<file path="src/rtl/bit_count_arbiter.sv">
// bit_count_arbiter: round-robin front end that shares one registered
// population-count unit among NUM_REQ requesters. One operation takes three
// cycles: grant/latch in IDLE, write-enable pulse in ISSUE, result capture
// in CAPTURE, followed by a one-cycle Ack to the winner.

module bit_count_arbiter #(
    parameter int unsigned NUM_REQ     = 4,
    parameter int unsigned INPUT_WIDTH = 10,
    parameter int unsigned COUNT_WIDTH = 4
) (
    input  logic                           CLK,
    input  logic                           RSTn,
    input  logic [NUM_REQ-1:0]             Req,
    input  logic [NUM_REQ*INPUT_WIDTH-1:0] ReqData,
    output logic [NUM_REQ-1:0]             Ack,
    output logic [COUNT_WIDTH-1:0]         Result,
    output logic                           Busy,
    output logic                           BcWrEn,
    output logic [INPUT_WIDTH-1:0]         BcInput,
    input  logic [COUNT_WIDTH-1:0]         BcCount
);

    localparam int unsigned PtrWidth = (NUM_REQ > 1) ? $clog2(NUM_REQ) : 1;

    typedef enum logic [1:0] {
        StIdle    = 2'd0,
        StIssue   = 2'd1,
        StCapture = 2'd2
    } state_e;

    state_e                 state_q, state_d;
    logic [PtrWidth-1:0]    ptr_q, ptr_d;
    logic [PtrWidth-1:0]    gnt_q, gnt_d;
    logic [NUM_REQ-1:0]     ack_q, ack_d;
    logic [COUNT_WIDTH-1:0] result_q, result_d;
    logic [INPUT_WIDTH-1:0] bc_input_q, bc_input_d;

    logic [NUM_REQ-1:0]     eligible;
    logic                   pick_valid;
    logic [PtrWidth-1:0]    pick_idx;
    logic [PtrWidth-1:0]    cand_idx;
    int unsigned            cand;

    // Round-robin search: first eligible requester at or above ptr, wrapping.
    // The requester being acked this cycle is masked so a held Req is not
    // mistaken for a fresh request.
    always_comb begin
        eligible   = Req & ~ack_q;
        pick_valid = 1'b0;
        pick_idx   = '0;
        cand       = 0;
        cand_idx   = '0;
        for (int unsigned i = 0; i < NUM_REQ; i++) begin
            cand = 32'(ptr_q) + i;
            if (cand >= NUM_REQ) begin
                cand = cand - NUM_REQ;
            end
            cand_idx = PtrWidth'(cand);
            if (!pick_valid && eligible[cand_idx]) begin
                pick_valid = 1'b1;
                pick_idx   = cand_idx;
            end
        end
    end

    // State register.
    always_ff @(posedge CLK) begin
        if (!RSTn) begin
            state_q <= StIdle;
        end else begin
            state_q <= state_d;
        end
    end

    // Next-state logic: fixed three-step sequence once a grant is made.
    always_comb begin
        state_d = state_q;
        case (state_q)
            StIdle:    if (pick_valid) state_d = StIssue;
            StIssue:   state_d = StCapture;
            StCapture: state_d = StIdle;
            default:   state_d = StIdle;
        endcase
    end

    // State-decoded outputs.
    always_comb begin
        BcWrEn = (state_q == StIssue);
        Busy   = (state_q != StIdle);
    end

    // Datapath next values: latch the winner's word at grant, capture the
    // counter output only in CAPTURE (it is unreset and meaningless otherwise).
    always_comb begin
        ptr_d      = ptr_q;
        gnt_d      = gnt_q;
        bc_input_d = bc_input_q;
        result_d   = result_q;
        ack_d      = '0;
        case (state_q)
            StIdle: begin
                if (pick_valid) begin
                    gnt_d      = pick_idx;
                    bc_input_d = ReqData[32'(pick_idx)*INPUT_WIDTH +: INPUT_WIDTH];
                end
            end
            StCapture: begin
                result_d     = BcCount;
                ack_d[gnt_q] = 1'b1;
                if (gnt_q == PtrWidth'(NUM_REQ - 1)) begin
                    ptr_d = '0;
                end else begin
                    ptr_d = gnt_q + 1'b1;
                end
            end
            default: ;
        endcase
    end

    // Datapath registers.
    always_ff @(posedge CLK) begin
        if (!RSTn) begin
            ptr_q      <= '0;
            gnt_q      <= '0;
            ack_q      <= '0;
            result_q   <= '0;
            bc_input_q <= '0;
        end else begin
            ptr_q      <= ptr_d;
            gnt_q      <= gnt_d;
            ack_q      <= ack_d;
            result_q   <= result_d;
            bc_input_q <= bc_input_d;
        end
    end

    assign Ack     = ack_q;
    assign Result  = result_q;
    assign BcInput = bc_input_q;

endmodule

</file>
<file path="config.mk">
export PLATFORM = sky130hd
export DESIGN_NAME = bit_count_arbiter
export DESIGN_NICKNAME = d
export VERILOG_FILES = /design/src/rtl/bit_count_arbiter.sv
export SDC_FILE = /design/constraint.sdc
export NUM_CORES = 1
export LEC_CHECK = 0
export ABC_AREA = 1
export BUFFER_PORTS_ARGS = -buffer_cell sky130_fd_sc_hd__buf_2
export CAP_MARGIN = 25
export CORE_UTILIZATION = 44
export DETAILED_ROUTE_END_ITERATION = 10
export GPL_TIMING_DRIVEN = 1
export PLACE_DENSITY = 0.88
export SLEW_MARGIN = 10
export SYNTH_ARGS = -nofsm -noshare
export SYNTH_HDL_FRONTEND = slang
export SYNTH_SLANG_ARGS = --single-unit
export TNS_END_PERCENT = 5
</file>
<file path="constraint.sdc">
create_clock -name CLK -period 1.6 [get_ports CLK]
set_input_delay 0.32 -clock CLK [delete_from_list [all_inputs] [get_ports CLK]]
set_output_delay 0.32 -clock CLK [all_outputs]
set_load 0.02 [all_outputs]
</file>
== Word-level counts from Yosys, hierarchy flattened ==
Cells that the tools add are included.

* Output and inout bits: 20
* Register bits after elaboration: 24
* Logic and storage cells: 68

* Bitwise logic cells: 2
* Order comparisons: 10
* Reductions and logical operators: 11
* Add/subtract/negate cells: 8
* $mul: 1
* Shifts and indexed selects: 1
* Multiplexer cells: 25
* Equal/unequal tests: 4

{| class="wikitable"
|+ Operators with widths
! kind !! number
|-
| $shiftx A40 B7 Y10 || 1
|-
| $mux W2 || 10
|-
| $lt A2 B3 Y1 const B || 5
|-
| $ge A3 B3 Y1 const B || 3
|-
| $mux W1 || 9
|-
| $bmux W1 S2 || 4
|-
| $sub A2 B1 Y2 const B || 4
|-
| $add A2 B2 Y3 const B || 2
|-
| $mul A2 B3 Y5 const B || 1
|-
| $and A4 B4 Y4 || 1
|-
| $eq A2 B2 Y1 const B || 2
|-
| $logic_and A1 B1 Y1 || 4
|-
| $not A4 Y4 || 1
|-
| $pmux W2 S2 || 1
|-
| $reduce_and A2 Y1 || 2
|-
| $add A2 B1 Y3 const B || 1
|-
| $ge A2 B3 Y1 const B || 1
|-
| $logic_not A1 Y1 || 3
|-
| $add A2 B1 Y2 const B || 1
|-
| $demux W1 S2 || 1
|-
| $eq A2 B1 Y1 const B || 1
|-
| $ge A2 B1 Y1 const B || 1
|-
| $logic_not A2 Y1 || 1
|-
| $ne A2 B2 Y1 const B || 1
|-
| $reduce_bool A2 Y1 || 1
|}

== Depth between registers and ports, before layout ==
Gate-level depths: netlist (run 1).

* Word-level depth: 16
* Gate-level depth with buffers: 17
* Depth with buffers taken out: 15

== Worst setup path after synthesis (run 1) ==
OpenSTA, ideal clock, no wires.

* Path type: register to register
* Start point: reg ack_q[1] (netlist: Ack[1])
* End point: reg bc_input_q[0] (netlist: BcInput[0])
* Path slack: -0.009 ns
* Required time: 1.488 ns
* Arrival: 1.497 ns
* Cell stages (with the launch flop): 15
* Path buffers: 1
* Period minus slack after synthesis: 1.609 ns
* Setup time: 0.112 ns
* Path through: dfxtp_1 > inv_1 > nand3_1 > nand3_2 > nand2_4 > nand2_4 > nand3_2 > nand3_4 > buf_8 > nand2_2 > nand2_1 > nand2_1 > nand2_1 > nand2_1 > nand2_1

* Word-level cells in the longest chain between the ends: 16
* Elaborated cells between the ends (all ways): 27
* Those cells by class: mul: 1; shift: 1; mux: 16; bitwise: 2; reduce/logical: 7

{| class="wikitable"
|+ RTL lines
! element !! RTL line !! text
|-
| start, declared || 34 || <nowiki>logic [NUM_REQ-1:0] ack_q, ack_d;</nowiki>
|-
| start signal, assigned || 131 || <nowiki>ack_q <= ack_d;</nowiki>
|-
| $not A4 Y4 * || 48 || <nowiki>eligible = Req & ~ack_q;</nowiki>
|-
| $and A4 B4 Y4 * || 48 ||
|-
| $bmux W1 S2 || 59 || <nowiki>if (!pick_valid && eligible[cand_idx]) begin</nowiki>
|-
| $mux W1 (not written as such) || 59 ||
|-
| $mux W1 || 59 ||
|-
| $logic_not A1 Y1 || 59 ||
|-
| $logic_and A1 B1 Y1 || 59 ||
|-
| $mux W1 || 59 ||
|-
| $logic_not A1 Y1 || 59 ||
|-
| $logic_and A1 B1 Y1 || 59 ||
|-
| $mux W1 || 59 ||
|-
| $logic_not A1 Y1 || 59 ||
|-
| $logic_and A1 B1 Y1 || 59 ||
|-
| $mux W2 || 59 ||
|-
| $mul A2 B3 Y5 || 104 || <nowiki>bc_input_d = ReqData[32'(pick_idx)*INPUT_WIDTH +: INPUT_WIDTH];</nowiki>
|-
| $shiftx A40 B7 Y10 || 104 ||
|-
| end signal, assigned || 133 || <nowiki>bc_input_q <= bc_input_d;</nowiki>
|-
| end, declared || 36 || <nowiki>logic [INPUT_WIDTH-1:0] bc_input_q, bc_input_d;</nowiki>
|}

Mark *: on every way between the ends. The rest lies on a longest branch, timed or not. The select of a mux whose other input is x is not followed.
A chain may end at the register's enable or synchronous reset.

== Final worst setup path (run 1) ==
* Start point: reg ptr_q[0]
* End point: reg bc_input_q[6] (netlist: BcInput[6])

* Word-level cells in the longest chain between the ends: 16
* Elaborated cells between the ends (all ways): 40
* Those cells by class: add/sub: 7; mul: 1; order compare: 4; shift: 1; mux: 20; reduce/logical: 7

{| class="wikitable"
|+ RTL lines
! element !! RTL line !! text
|-
| start, declared || 32 || <nowiki>logic [PtrWidth-1:0] ptr_q, ptr_d;</nowiki>
|-
| start signal, assigned || 129 || <nowiki>ptr_q <= ptr_d;</nowiki>
|-
| parallel branches: the longest is 16 deep, another holds $add A2 B1 Y3 || -- ||
|}

Several ways; the timed one is not identified. The select of a mux whose other input is x is not followed.

==> metrics.md, run 1 <==
| Metric | Value |
|---|---|
| CTS root buffer | clkbuf_8 |
| Placed cell areas | 0.00227 mm2 |
| Post-layout minimum cycle time | 1.84 ns |
| DRC violations left | 0 |
| Vias in the first global route | 1758 |
| Period utilisation layout | 115% |
| H-tree levels | 1 |
| CP arrival | 2.02 ns |
| Worst-Skew Late Latency | 0.27 ns |
| Final setup fails | 11 |
| FF-to-FF Start | ptr_q[0] |
| Antenna-violating nets left | 0 |
| Mapped cell area | 0.00172 mm2 |
| Least-Margin Pin Slew | 0.327 ns |
| Vias | 1997 |
| Peak supply drop | 0.000611 V |
| CP max FO | 7 |
| First-pass detailed-route iteration total | 4 |
| Post-DR wirelength/cell | 11.9 um |
| Hold_sp | BcCount[1] |
| DP Worst Slack | -0.140 ns |
| Die width | 64.6 um |
| Largest net degree at the start of global routing | 16 |
| WL final | 4.86 mm |
| FF+latch count, synth | 24 |
| Crit path launch type | register |
| Filler cells | 309 |
| GR Overflow Total | 0 |
| Vias per inst | 4.88 |
| I/O pin total | 70 |
| Worst slew margin | 78.1% |
| Failing checks | negative setup slack |
| Number of flops mapped to enable cells by yosys | 0 |
| Syn Inst Count | 269 |
| Total GRT Usage | 22.2% |
| Outcome | finished with violations |
| Num CTS Buffers | 3 |
| Bufs on Longest Clock Path | 2 |
| Antenna violations before repair | 0 |
| Core box area | 0.00372 mm2 |
| Library cells used by synthesis | 24 |
| Crit path required time | 1.78 ns |
| Placer Congestion | 0.892 |
| Most frequent cells in the layout | buf_2 (70), nand2_1 (69), inv_1 (40) |
| DR iter-0 viols | 93 |
| Net count, final | 416 |
| RSZ-0062 raised after global routing | yes |
| CTS tree | yes |
| Hold Crit Endpoint | Result[1] |
| Syn avg cell area | 6.40 um2 |
| Hold Fails Final Rpt | 0 |
| Sequential area share after synthesis | 27.9% |
| Share of cells above drive strength 1 | 42.9% |
| Post-DP HPWL | 3.45 mm |
| Num Clock Sinks | 24 |
| CP Class | reg -> reg |
| F_max | 544 MHz |
| Buffers on Ports | 69 |
| FF-to-FF setup slack | -0.24 ns |
| Clk slew on worst S/H paths | 0.09 ns |
| Die area | 0.00417 mm2 |
| Hold Slack | 0.270 ns |
| P per Cell Area | 1120 mW/mm2 |
| Row count | 22 |
| Hold Crit Depth | 3 |
| Setup WS post-layout | -0.238 ns |
| Final Skew | 0.00450 ns |
| Async S/R FF share, synth | 0% |
| Fin area | 0.00251 mm2 |
| Max-slew violation count | 0 |
| Commonest non-fill, non-tap cell in the layout | buf_2 |
| DIE HEIGHT | 64.6 um |
| Ys Warns | 0 |
| Worst reg-to-reg path cell count | 16 |
| Worst r2r dst | BcInput[6] |
| Starting density of the core | 46.4% |
| Worst Hold Class | in -> reg |
| Area added between synthesis and finish | 45.8% |
| Post-Syn Nets | 323 |
| Max_cap viols | 0 |
| Crit. End Element | register |
| # diodes | 0 |
| Ys flop type | dfxtp_1 |
| Leakage | 1.42 nW |
| First-pass GRT wire length | 7.33 mm |
[report_power, final]
group	leakage, nW	switching [W]	total (W)	internal [W]
clock	0.0357	0.000205	0.000540	0.000335
combinational	1.19	0.000879	0.00150	0.000620
sequential	0.199	0.0000657	0.000774	0.000708
[kinds of logic after synthesis]
group | Yosys count | share of synthesized area, %
and+or+nand+nor | 162 | 46.8
buffers and inverters | 54 | 14.9
adders and majority gates | 4 | 2.90
AOI/OAI and AO/OA | 25 | 7.55
DFF | 24 | 27.9
[layout make-up]
class                      count  area [um2]  share of cell area, %
multi-input combinational    191        1110                   44.2
timing repair buffer          97         607                   24.2
sequential                    24         485                   19.3
inverter                      45         179                   7.12
tap                           48        60.1                   2.39
clock buffer                   3        41.3                   1.64
clock inverter                 1        30.0                   1.20
[metrics by stage]
stage / power [W] / TNS [ns] / util [%] / std cells
after floorplan: 0.00167 / 0 / - / 269
after global placement: 0.00205 / -0.960 / 61.0 / 402
after detailed placement: 0.00207 / -1.27 / 61.0 / 402
after CTS: 0.00264 / -1.18 / 63.5 / 406
after global routing: 0.00298 / -3.11 / 67.6 / 409
final: 0.00281 / -1.65 / 67.6 / 409
[worst max path at each step]
stage	startpoint	endpoint	slack, ns	depth (start not counted)
finish	ptr_q[0]	BcInput[6]	-0.24	16
global route	ptr_q[0]	BcInput[6]	-0.35	16
CTS	ptr_q[0]	BcInput[1]	-0.14	16
detailed placement	ptr_q[0]	BcInput[0]	-0.14	16
global placement	ptr_q[0]	BcInput[2]	-0.12	16
floorplan	Ack[3]	BcInput[6]	0.002	12
[cell usage after synthesis (2+ instances only)]
library cell,count,area (um2)
nand2_2,10,62.6
dfxtp_1,24,480
nand3_1,24,120
a211oi_1,2,15.0
ha_1,4,50.1
nand2_4,5,56.3
inv_2,3,11.3
nor2_1,26,97.6
a21oi_1,4,20.0
inv_1,41,154
nand4_1,13,81.3
o21ai_1,13,65.1
nand3_4,2,35.0
nand2_1,76,285
buf_2,3,15.0
nand3_2,3,30.0
o21ai_0,6,30.0
buf_6,4,45.0
[critical path, cell delays in order (launching register included)]
cell,delay [ns]
dfxtp_2,0.34
buf_6,0.12
inv_8,0.07
nand2_4,0.04
nand2_2,0.08
nand3_2,0.10
nand2_4,0.12
nand2_4,0.08
nand2_4,0.06
nand2_4,0.05
nand3_4,0.15
buf_6,0.16
nand2_2,0.06
nand3_2,0.07
nand3_1,0.09
nand2_1,0.09
inv_1,0.05
[flip-flops by register name, summed over array words and instances (netlist names)]
| signal | count |
|---|---|
| ptr_q | 2 |
| Ack | 4 |
| BcInput | 10 |
| gnt_q | 2 |
| Result | 4 |
| state_q | 2 |
[metal layers]
metal / GRT usage (%) / vias up / wire length (um)
li1: - / 1028 / -
met1: 27.9 / 880 / 2130
met2: 37.8 / 75 / 2340
met3: 3.35 / 14 / 238
met4: 9.17 / 0 / 151
met5: 0 / - / 0
[what timing repair did]
item	in CTS	in global routing
hold buffers	0	0
pin swaps	4	18
gates cloned	0	2
setup buffers	0	1
resized for setup	8	28
endpoints found under the setup margin	13	13
hold endpoints to repair	0	0
Note: power is estimated with default switching activity, not from simulation.
==> inputs of run 2 (changes only) <==
--- a/config.mk
+++ b/config.mk
@@ -12,8 +12,9 @@
 export DETAILED_ROUTE_END_ITERATION = 10
 export GPL_TIMING_DRIVEN = 1
 export PLACE_DENSITY = 0.88
+export SETUP_SLACK_MARGIN = 0.4
 export SLEW_MARGIN = 10
 export SYNTH_ARGS = -nofsm -noshare
 export SYNTH_HDL_FRONTEND = slang
 export SYNTH_SLANG_ARGS = --single-unit
-export TNS_END_PERCENT = 5
+export TNS_END_PERCENT = 30
==> run 2 against run 1 <==
Effect of this change:
- the run still ends with negative setup slack left
- clock power about the same
- largest power group unchanged
- sequential share of layout area increased by 0.72 points
- sequential cell count did not move
- highest routed layer unchanged
- hold slack better by 0.0091 ns
- combinational power shrank 7%
- sequential power about the same
- critical path depth decreased by 3
- core utilization is 1.6 points lower
- power fell by 3.5%
- die area unchanged
- first-iteration DRC count up 9.7%
- worst setup slack better by 0.093 ns
==> metrics.md, run 2 (synthesized netlist as in run 1, its figures left out) <==
| Metric | Value |
|---|---|
| CTS root buffer | clkbuf_8 |
| Met1 WL | 1.87 mm (-12%) |
| Final setup fails | 13 (+2) |
| Slowest cell on the critical path | dfxtp_2 |
| CP max FO | 8 (+1) |
| Slowest stage delay, CP | 0.35 ns (about the same) |
| Die width | 64.6 um (unchanged) |
| Vias | 1918 (-4.0%) |
| Leakage | 1.37 nW (-3.8%) |
| Period utilisation layout | 109% (-5.8 points) |
| F_max | 573 MHz (+5.3%) |
| Total GRT Usage | 22.1% (-0.10 points) |
| Tot Pwr | 0.00271 W (-3.5%) |
| DR iter-0 viols | 102 (+9.7%) |
| Max-slew violation count | 0 (unchanged) |
| CP Class | reg -> reg |
| Starting density of the core | 46.4% (unchanged) |
| First-pass GRT wire length | 7.27 mm (-0.94%) |
| Area added between synthesis and finish | 42.4% |
| Largest net degree at the start of global routing | 19 (+3) |
| Clk slew on worst S/H paths | 0.09 ns (about the same) |
| Buffers on Ports | 69 (unchanged) |
| DRC violations left | 0 (unchanged) |
| Net count, final | 409 (-1.7%) |
| Setup WS post-layout | -0.145 ns (+0.0932 ns) |
| Worst-Skew Late Latency | 0.27 ns (about the same) |
| Antenna violations before repair | 0 (unchanged) |
| Layout Cells excl Fill | 402 (-1.7%) |
| Peak supply drop | 0.000799 V (+31%) |
| Hold Crit Depth | 3 (unchanged) |
| Post-layout minimum cycle time | 1.74 ns (-0.0932 ns) |
| Worst r2r dst | BcInput[6] |
| Max reg flops | 10 (unchanged) |
| Hold Fails Final Rpt | 0 (unchanged) |
| Crit path required time | 1.78 ns (about the same) |
| Max layer used | met4 |
| Cell mode on critical path | nor2_1 |
| Placed insts | 397 (-1.2%) |
| CTS tree | yes |
| Core box area | 0.00372 mm2 (unchanged) |
| Crit path launch type | register |
| Num Clock Sinks | 24 (unchanged) |
| Final Skew | 0.00342 ns (-0.00108 ns) |
| Crit. End Element | register |
| Commonest non-fill, non-tap cell in the layout | nand2_1 |
| Crit-path cells | buf_12, inv_8, nand3_2, nand3_1, nand2_2, nand4_4, nand3_4, inv_4, buf_6, nor2_1, nor2_1, nand2_1, inv_1 |
| Post-layout util | 66.0% (-1.6 points) |
| RSZ-0062 raised after global routing | yes |
| Failing checks | negative setup slack |
| Num CTS Buffers | 3 (unchanged) |
| Met3 wire len | 247 um (+3.8%) |
| I/O pin total | 70 (unchanged) |
| Worst slew margin | 83.0% (+4.9 points) |
| GR Overflow Total | 0 (unchanged) |
| # diodes | 0 (unchanged) |
| WL final | 4.50 mm (-7.5%) |
| Share of cells above drive strength 1 | 41.5% (-1.4 points) |
| Most frequent cells in the layout | nand2_1 (70), buf_2 (68), inv_1 (37) |
| FF-to-FF setup slack | -0.14 ns (+0.09 ns) |
| Bufs on Longest Clock Path | 2 (unchanged) |
| Vias in the first global route | 1708 (-2.8%) |
| Placer Congestion | 0.858 (-3.8%) |
| Least-Margin Pin Slew | 0.255 ns (-0.0721 ns) |
| Hold_sp | BcCount[3] |
| First-pass detailed-route iteration total | 4 (unchanged) |
| DP Worst Slack | -0.134 ns (+0.00643 ns) |
| Hold Crit Endpoint | Result[3] |
| P per Cell Area | 1110 mW/mm2 (-1.2%) |
| Max_cap viols | 0 (unchanged) |
| Setup TNS | -1.45 ns (+0.202 ns) |
| DIE HEIGHT | 64.6 um (unchanged) |
| Hold_buf cts | 0 (unchanged) |
| CP arrival | 1.93 ns (-0.09 ns) |
| Antenna-violating nets left | 0 (unchanged) |
| Die area | 0.00417 mm2 (unchanged) |
| FF-to-FF Start | ptr_q[0] |
| Worst reg-to-reg path cell count | 13 (-3) |
| Vias per inst | 4.77 (-2.3%) |
| H-tree levels | 1 (unchanged) |
| Row count | 22 (unchanged) |
| Outcome | finished with violations |
| Post-DR wirelength/cell | 11.2 um (-5.9%) |
| Post-DP HPWL | 3.37 mm (-2.2%) |
| Wire length on met2 | 2.29 mm (-2.2%) |
| Worst Hold Class | in -> reg |
[run 2: cell count changes in the layout (fill, tap and decap cells not counted), sizes merged]
cell	before	now
buf	96	90
clkbuf	4	3
[run 2: how the worst max path moves through the flow]
stage,from,end,slack [ns],cells after the start
after floorplan,ptr_q[0],BcInput[0],0.03,15
after global placement,ptr_q[0],BcInput[0],-0.09,16
after detailed placement,ptr_q[0],BcInput[8],-0.13,13
after CTS,ptr_q[0],BcInput[1],-0.13,16
after global routing,ptr_q[0],BcInput[1],-0.27,16
final,ptr_q[0],BcInput[6],-0.14,13
[run 2: per-layer routing]
layer / up-vias / track usage [%]
met1: 834 / 26.2
met3: 9 / 4.05
met2: 58 / 39.1
met4: 0 / 8.89
met5: - / 0
li1: 1017 / -
[run 2: timing repair]
item,4_1_cts,5_1_grt
setup buffers,1,0
endpoints found under the hold margin,0,0
endpoints found under the setup margin,21,17
pin swaps,7,1
gates resized for setup,18,15
[run 2: cell type report]
type / instances / area, um2
Timing Repair Buffer: 90 / 559
Tap cell: 48 / 60.1
Inverter: 45 / 184
Clock buffer: 3 / 41.3
Multi-Input combinational cell: 191 / 1090
Clock inverter: 1 / 30.0
Fill cell: 333 / 1260
Sequential cell: 24 / 492
[run 2: metrics by stage]
stage                     instance area (um2)  hold WS, ns
after floorplan                          1740        0.426
after global placement                   2260        0.437
after detailed placement                 2260        0.448
after CTS                                2400        0.279
after global routing                     2450        0.270
final                                    2450        0.279
[run 2: where the power goes]
part	total [W]	leakage, nW	switching (W)	internal, W
Sequential	0.000775	0.201	0.0000664	0.000708
Clock	0.000539	0.0357	0.000204	0.000335
Combinational	0.00140	1.13	0.000821	0.000580
[run 2: worst max-delay path: cells and delay by family, from the launching register on]
| family | cells | cell delay (ns) |
|---|---|---|
| buf+inv | 5 | 0.41 |
| flops | 1 | 0.35 |
| simple gates | 8 | 0.89 |
